--- src/rtl/exec_unit.sv ---
// -----------------------------------------------------------------------------
// exec_unit : execute stage of the single-issue core.
//
// Picks operand A and B from the register-file read bus, substitutes the PC
// (branches) and the decoded immediate (load/store/branch), then computes an
// ALU result and a branch-compare flag. Both are registered together with the
// raw register-B value (store data) and the valid flag, giving a fixed
// one-cycle latency with no stall.
//
// Ports:
//   clk         rising-edge clock
//   rst         synchronous active-low reset (0 = reset)
//   i_regs      all architectural register values (NUM_REG x DATA_WIDTH)
//   i_select_a  read index for operand A (>= NUM_REG reads as 0)
//   i_select_b  read index for operand B (>= NUM_REG reads as 0)
//   i_pc        current program counter, zero-extended when used as A
//   i_offset    decoded immediate / offset, used as B when i_use_imm
//   i_is_cmp    branch: operand A = PC
//   i_use_imm   operand B = i_offset
//   i_alu_op    ALU operation code (10..15 give 0)
//   i_cmp_op    comparator operation code (6..7 give 0)
//   i_valid     input bundle valid
//   o_alu_data  registered ALU result
//   o_cmp_data  registered compare flag (always on raw reg_a / reg_b)
//   o_reg_b     registered raw register-B value
//   o_valid     registered i_valid
// -----------------------------------------------------------------------------
module exec_unit #(
  parameter int NUM_REG    = 5,
  parameter int DATA_WIDTH = 32,
  parameter int PC_WIDTH   = 4,
  localparam int SEL_WIDTH = $clog2(NUM_REG)
) (
  input  logic                  clk,
  input  logic                  rst,
  input  logic [DATA_WIDTH-1:0] i_regs [NUM_REG],
  input  logic [SEL_WIDTH-1:0]  i_select_a,
  input  logic [SEL_WIDTH-1:0]  i_select_b,
  input  logic [PC_WIDTH-1:0]   i_pc,
  input  logic [DATA_WIDTH-1:0] i_offset,
  input  logic                  i_is_cmp,
  input  logic                  i_use_imm,
  input  logic [3:0]            i_alu_op,
  input  logic [2:0]            i_cmp_op,
  input  logic                  i_valid,
  output logic [DATA_WIDTH-1:0] o_alu_data,
  output logic                  o_cmp_data,
  output logic [DATA_WIDTH-1:0] o_reg_b,
  output logic                  o_valid
);

  localparam int SHAMT_WIDTH = $clog2(DATA_WIDTH);

  // Read mux that returns 0 for any index past the last register, so an
  // out-of-range select never produces X.
  function automatic logic [DATA_WIDTH-1:0] read_reg(
    input logic [DATA_WIDTH-1:0] regs [NUM_REG],
    input logic [SEL_WIDTH-1:0]  sel
  );
    logic [DATA_WIDTH-1:0] val;
    val = '0;
    for (int i = 0; i < NUM_REG; i++) begin
      val = (sel == SEL_WIDTH'(i)) ? regs[i] : val;
    end
    return val;
  endfunction

  logic [DATA_WIDTH-1:0]  reg_a_s;
  logic [DATA_WIDTH-1:0]  reg_b_s;
  logic [DATA_WIDTH-1:0]  a_s;
  logic [DATA_WIDTH-1:0]  b_s;
  logic [SHAMT_WIDTH-1:0] shamt_s;
  logic [DATA_WIDTH-1:0]  alu_s;
  logic                   cmp_s;

  logic [DATA_WIDTH-1:0]  alu_data_r;
  logic                   cmp_data_r;
  logic [DATA_WIDTH-1:0]  reg_b_r;
  logic                   valid_r;

  // Register read and operand substitution (PC for branches, immediate for
  // address/branch-target arithmetic).
  always_comb begin
    reg_a_s = read_reg(i_regs, i_select_a);
    reg_b_s = read_reg(i_regs, i_select_b);
    a_s     = i_is_cmp  ? DATA_WIDTH'(i_pc) : reg_a_s;
    b_s     = i_use_imm ? i_offset : reg_b_s;
    shamt_s = b_s[SHAMT_WIDTH-1:0];
  end

  // ALU; all results wrap modulo 2^DATA_WIDTH, unused codes give 0.
  always_comb begin
    alu_s = '0;
    case (i_alu_op)
      4'd0:    alu_s = a_s + b_s;
      4'd1:    alu_s = a_s - b_s;
      4'd2:    alu_s = a_s & b_s;
      4'd3:    alu_s = a_s | b_s;
      4'd4:    alu_s = a_s ^ b_s;
      4'd5:    alu_s = a_s << shamt_s;
      4'd6:    alu_s = a_s >> shamt_s;
      4'd7:    alu_s = DATA_WIDTH'($signed(a_s) >>> shamt_s);
      4'd8:    alu_s = DATA_WIDTH'($signed(a_s) < $signed(b_s));
      4'd9:    alu_s = DATA_WIDTH'(a_s < b_s);
      default: alu_s = '0;
    endcase
  end

  // Branch comparator; deliberately on the raw register values, not on the
  // PC/immediate-substituted operands, so the ALU can form the target at once.
  always_comb begin
    cmp_s = 1'b0;
    case (i_cmp_op)
      3'd0:    cmp_s = (reg_a_s == reg_b_s);
      3'd1:    cmp_s = (reg_a_s != reg_b_s);
      3'd2:    cmp_s = ($signed(reg_a_s) <  $signed(reg_b_s));
      3'd3:    cmp_s = ($signed(reg_a_s) >= $signed(reg_b_s));
      3'd4:    cmp_s = (reg_a_s <  reg_b_s);
      3'd5:    cmp_s = (reg_a_s >= reg_b_s);
      default: cmp_s = 1'b0;
    endcase
  end

  // Output pipeline register; captures every cycle, o_valid qualifies it.
  always_ff @(posedge clk) begin
    if (!rst) begin
      alu_data_r <= '0;
      cmp_data_r <= 1'b0;
      reg_b_r    <= '0;
      valid_r    <= 1'b0;
    end else begin
      alu_data_r <= alu_s;
      cmp_data_r <= cmp_s;
      reg_b_r    <= reg_b_s;
      valid_r    <= i_valid;
    end
  end

  assign o_alu_data = alu_data_r;
  assign o_cmp_data = cmp_data_r;
  assign o_reg_b    = reg_b_r;
  assign o_valid    = valid_r;

endmodule

--- config.mk ---
export PLATFORM = sky130hd
export DESIGN_NAME = exec_unit
export DESIGN_NICKNAME = d
export VERILOG_FILES = /design/src/rtl/exec_unit.sv
export SDC_FILE = /design/constraint.sdc
export NUM_CORES = 1
export LEC_CHECK = 0
export ABC_AREA = 1
export BUFFER_PORTS_ARGS = -buffer_cell sky130_fd_sc_hd__buf_4
export CORE_UTILIZATION = 35
export CTS_CLUSTER_SIZE = 40
export DETAILED_ROUTE_END_ITERATION = 16
export PLACE_DENSITY_LB_ADDON = 0.05
export SLEW_MARGIN = 40
export SYNTH_ARGS = -nofsm -noshare
export SYNTH_HDL_FRONTEND = slang
export SYNTH_SLANG_ARGS = --single-unit
--- constraint.sdc ---
create_clock -name clk -period 5.3 [get_ports clk]
set_input_delay 1.06 -clock clk [delete_from_list [all_inputs] [get_ports clk]]
set_output_delay 1.06 -clock clk [all_outputs]
set_load 0.005 [all_outputs]
==> results.sh <==
export IMPL_status="completed"
export IMPL_cts_tree="built"
export IMPL_tritoncts_num_buffers=9
export IMPL_synth_simple_area_share=0.485
export IMPL_postCtsSetupRepairBufs=0
export IMPL_vdd_drop_max_v=0.000180
export IMPL_maxSlewHeadroom=0.377
export IMPL_route_detailed_drc=0
export IMPL_setup_slack_ns=0.270
export IMPL_switchingPower_uw=1980
export IMPL_drtAntennaViolNets=0
export IMPL_synth_nets=3162
export IMPL_swShare=0.529
export IMPL_start_util=0.355
export IMPL_wl_per_cell_um=24.9
export IMPL_grt_overflow=0
export IMPL_p_leak_uw=0.00991
export IMPL_max_freq_mhz=199
export IMPL_grt_max_degree=69
export IMPL_port_buffers=279
export IMPL_synthMuxAreaShare=0
export IMPL_first_pass_iters=6
export IMPL_preCtsSetupSlack_ns=-0.153
export IMPL_synth_compound_gate_area_share=0.187
export IMPL_ys_types=53
export IMPL_p_seq_frac=0.149
export IMPL_crit_slowest_cell="o21ai_0"
export IMPL_startpoint_type="input pin"
export IMPL_period_share=0.949
export IMPL_die_height_um=211
export IMPL_synthAdderAreaFrac=0.111
export IMPL_globalplace_congestion=1.04
export IMPL_ys_seq_area_frac=0.0867
export IMPL_yosys_area_top_type="nand3_1"
export IMPL_synth_area_um2=15200
export IMPL_cap_violations=0
export IMPL_synth_top_family_by_area="simple AND/OR/NAND/NOR gates"
export IMPL_n_fill_cell=4808
export IMPL_fin_area_um2=19000
export IMPL_die_area_um2=44400
export IMPL_async_flop_share=0
export IMPL_synthFlopType="dfxtp_1"
export IMPL_setup_worst_path_start="i_select_a[1]"
export IMPL_min_path_type="in -> reg"
export IMPL_path_clk_slew_ns=0.08
export IMPL_cts_sinks=66
export IMPL_synth_seq_cells=66
export IMPL_num_vias=21800
export IMPL_initialDrtViolationCount=2797
export IMPL_critPathKind="in -> reg"
export IMPL_power_density_nw_per_um2=197
export IMPL_arrival_ns=5.32
export IMPL_ys_warn_count=0
export IMPL_worstSetupEndpointType="flop"
export IMPL_synthXorXnorAreaFrac=0.00747
export IMPL_synth_edf_count=0
export IMPL_maxSlewViolCount=0
export IMPL_final_min_clock_period_ns=5.03
export IMPL_core_um2=43000
export IMPL_routed_wl_um=91900
export IMPL_worst_pin_slew_ns=0.932
export IMPL_power_frac_comb=0.650
export IMPL_die_w_um=211
export IMPL_place_area_um2=18600
export IMPL_ctsHoldBuffers=0
export IMPL_critPathMaxFanout=14
export IMPL_syn_inst=2814
export IMPL_synth_area_leaders="nand3_1, nand2_1, ha_1, dfxtp_1, inv_1"
export IMPL_drive_gt1_frac=0.179
export IMPL_netlist_area_leader_share=0.178
export IMPL_row_count=76
export IMPL_hold_viol=0
export IMPL_avgSynthCellArea_um2=5.42
export IMPL_ios=280
export IMPL_htree_levels=3
export IMPL_hpwlAfterDp_um=75600
export IMPL_cts_resized_gates=0
export IMPL_antenna_found_initial=3
export IMPL_final_nets=3445
export IMPL_crit_end="o_alu_data[0]"
export IMPL_finalSetupViolCount=0
export IMPL_area_growth_syn_to_layout_pct=24.5
export IMPL_clockBufferDepth=2
export IMPL_clock_power_share=0.201
export IMPL_grt_pass1_vias=20400
export IMPL_grt_usage=0.405
export IMPL_p_int_uw=1760
export IMPL_cpPeakStageDelay_ns=0.38
export IMPL_crit_chain="buf_4, nor2_2, nand2_2, buf_4, or2_2, nand3_1, inv_1, ha_1, buf_4, nor2_1, nand2_1, o21ai_0, buf_4, a21oi_1, o21ai_0, nand2_1, nand3_1, nand2_1, nor2_1, nand4_1, nand2_1, inv_1"
export IMPL_total_power_uw=3740
export IMPL_grt_pass1_wl_um=132000
export IMPL_hold_ws_ns=0.853
export IMPL_cts_root_buf="clkbuf_16"
export IMPL_worstPathRequired_ns=5.59
export IMPL_avgViaCountPerCell=5.91
per-stage QoR:
stage | std cells | TNS (ns) | utilization
final | 3689 | 0 | 0.442
after global routing | 3689 | -0.0567 | 0.442
after CTS | 3687 | 0 | 0.441
after detailed placement | 3671 | -0.281 | 0.433
after global placement | 3671 | -1.45 | 0.433
after floorplan | 2814 | 0 | -
per-layer routing:
| layer | global-route usage | wire length, um | up-vias |
|---|---|---|---|
| met5 | 0 | 87 | - |
| met4 | 0.180 | 4050 | 4 |
| met3 | 0.0840 | 9240 | 181 |
| met2 | 0.622 | 39700 | 1290 |
| met1 | 0.543 | 38800 | 10300 |
| li1 | - | - | 10000 |
critical path, delay by kind of cell:
kind | cells | cell delay, ns
AOI/OAI and AO/OA | 3 | 0.76
adders and majority gates | 1 | 0.37
buffers and inverters | 6 | 0.96
and+or+nand+nor | 12 | 2.18
cell usage after synthesis, drive strengths merged (2+ instances only):
| library cell | number |
|---|---|
| a31oi | 3 |
| nand2 | 706 |
| a211oi | 4 |
| fa | 2 |
| a221oi | 10 |
| or2 | 73 |
| a21o | 10 |
| o22ai | 25 |
| o21a | 7 |
| o221ai | 5 |
| a311oi | 9 |
| xnor2 | 2 |
| o211ai | 15 |
| a21boi | 27 |
| nor2 | 230 |
| dfxtp | 66 |
| o31ai | 3 |
| o2111ai | 12 |
| buf | 83 |
| ha | 132 |
| inv | 308 |
| clkbuf | 75 |
| xor2 | 11 |
| nand3 | 548 |
| a21oi | 165 |
| clkinv | 2 |
| nor4 | 5 |
| nor3 | 22 |
| a32oi | 18 |
| o21ai | 154 |
| nand3b | 4 |
| o21bai | 12 |
| nand4 | 61 |
power groups by stage:
| stage | registers [uW] | logic (uW) | clock network (uW) |
|---|---|---|---|
| 3_3_place_gp | 569 | 2340 | 0 |
| 2_1_floorplan | 563 | 1340 | 0 |
| 3_5_place_dp | 567 | 2340 | 0 |
| 4_1_cts | 557 | 2350 | 762 |
| 6_report | 558 | 2430 | 751 |
| 5_1_grt | 560 | 2620 | 769 |
cell usage in the layout, fill, tap and decap left out, drive strengths merged, types with 2 or more instances in the layout:
cell / count
a211oi: 4
a21boi: 27
a21o: 10
a21oi: 165
a221oi: 10
a311oi: 9
a31oi: 3
a32oi: 18
buf: 430
bufinv: 2
clkbuf: 9
clkinv: 5
dfxtp: 66
diode: 2
fa: 2
ha: 132
inv: 309
nand2: 706
nand3: 548
nand3b: 4
nand4: 61
nor2: 230
nor3: 22
nor4: 5
o2111ai: 12
o211ai: 15
o21a: 7
o21ai: 154
o21bai: 12
o221ai: 5
o22ai: 25
o31ai: 3
or2: 73
xnor2: 2
xor2: 11
layout make-up:
cell class,count,area (um^2),share of cell area
well taps,585,732,0.0386
flip-flops and latches,66,1320,0.0696
clock inverters,7,98.8,0.00521
diodes,2,5.00,0.000264
clock buffers,9,225,0.0119
multi-input cells,2280,12100,0.638
inverters,310,1170,0.0615
repair buffers,430,3330,0.175
sequential cells by signal, indices dropped and copies added (netlist names):
| register | cells |
|---|---|
| o_reg_b | 32 |
| o_cmp_data | 1 |
| o_alu_data | 32 |
| o_valid | 1 |
how the worst min path moves through the flow:
stage | end | cells after the start | slack, ns | from
global route | o_valid | 3 | 0.88 | i_valid
global placement | o_valid | 3 | 1.24 | i_valid
finish | o_valid | 3 | 0.85 | i_valid
CTS | o_valid | 3 | 0.84 | i_valid
detailed placement | o_valid | 3 | 1.25 | i_valid
floorplan | o_alu_data[0] | 2 | 1.16 | rst
cell families (layout without fill, tap and decap cells):
family                     after synthesis  in the layout
adders and majority gates              134            134
other                                    0              2
AOI/OAI and AO/OA                      480            480
buffers and inverters                  468            756
xor gates and xnor gates                13             13
DFF                                     66             66
and+or+nand+nor                       1653           1653
No activity file was read; power rests on OpenSTA's default activity.
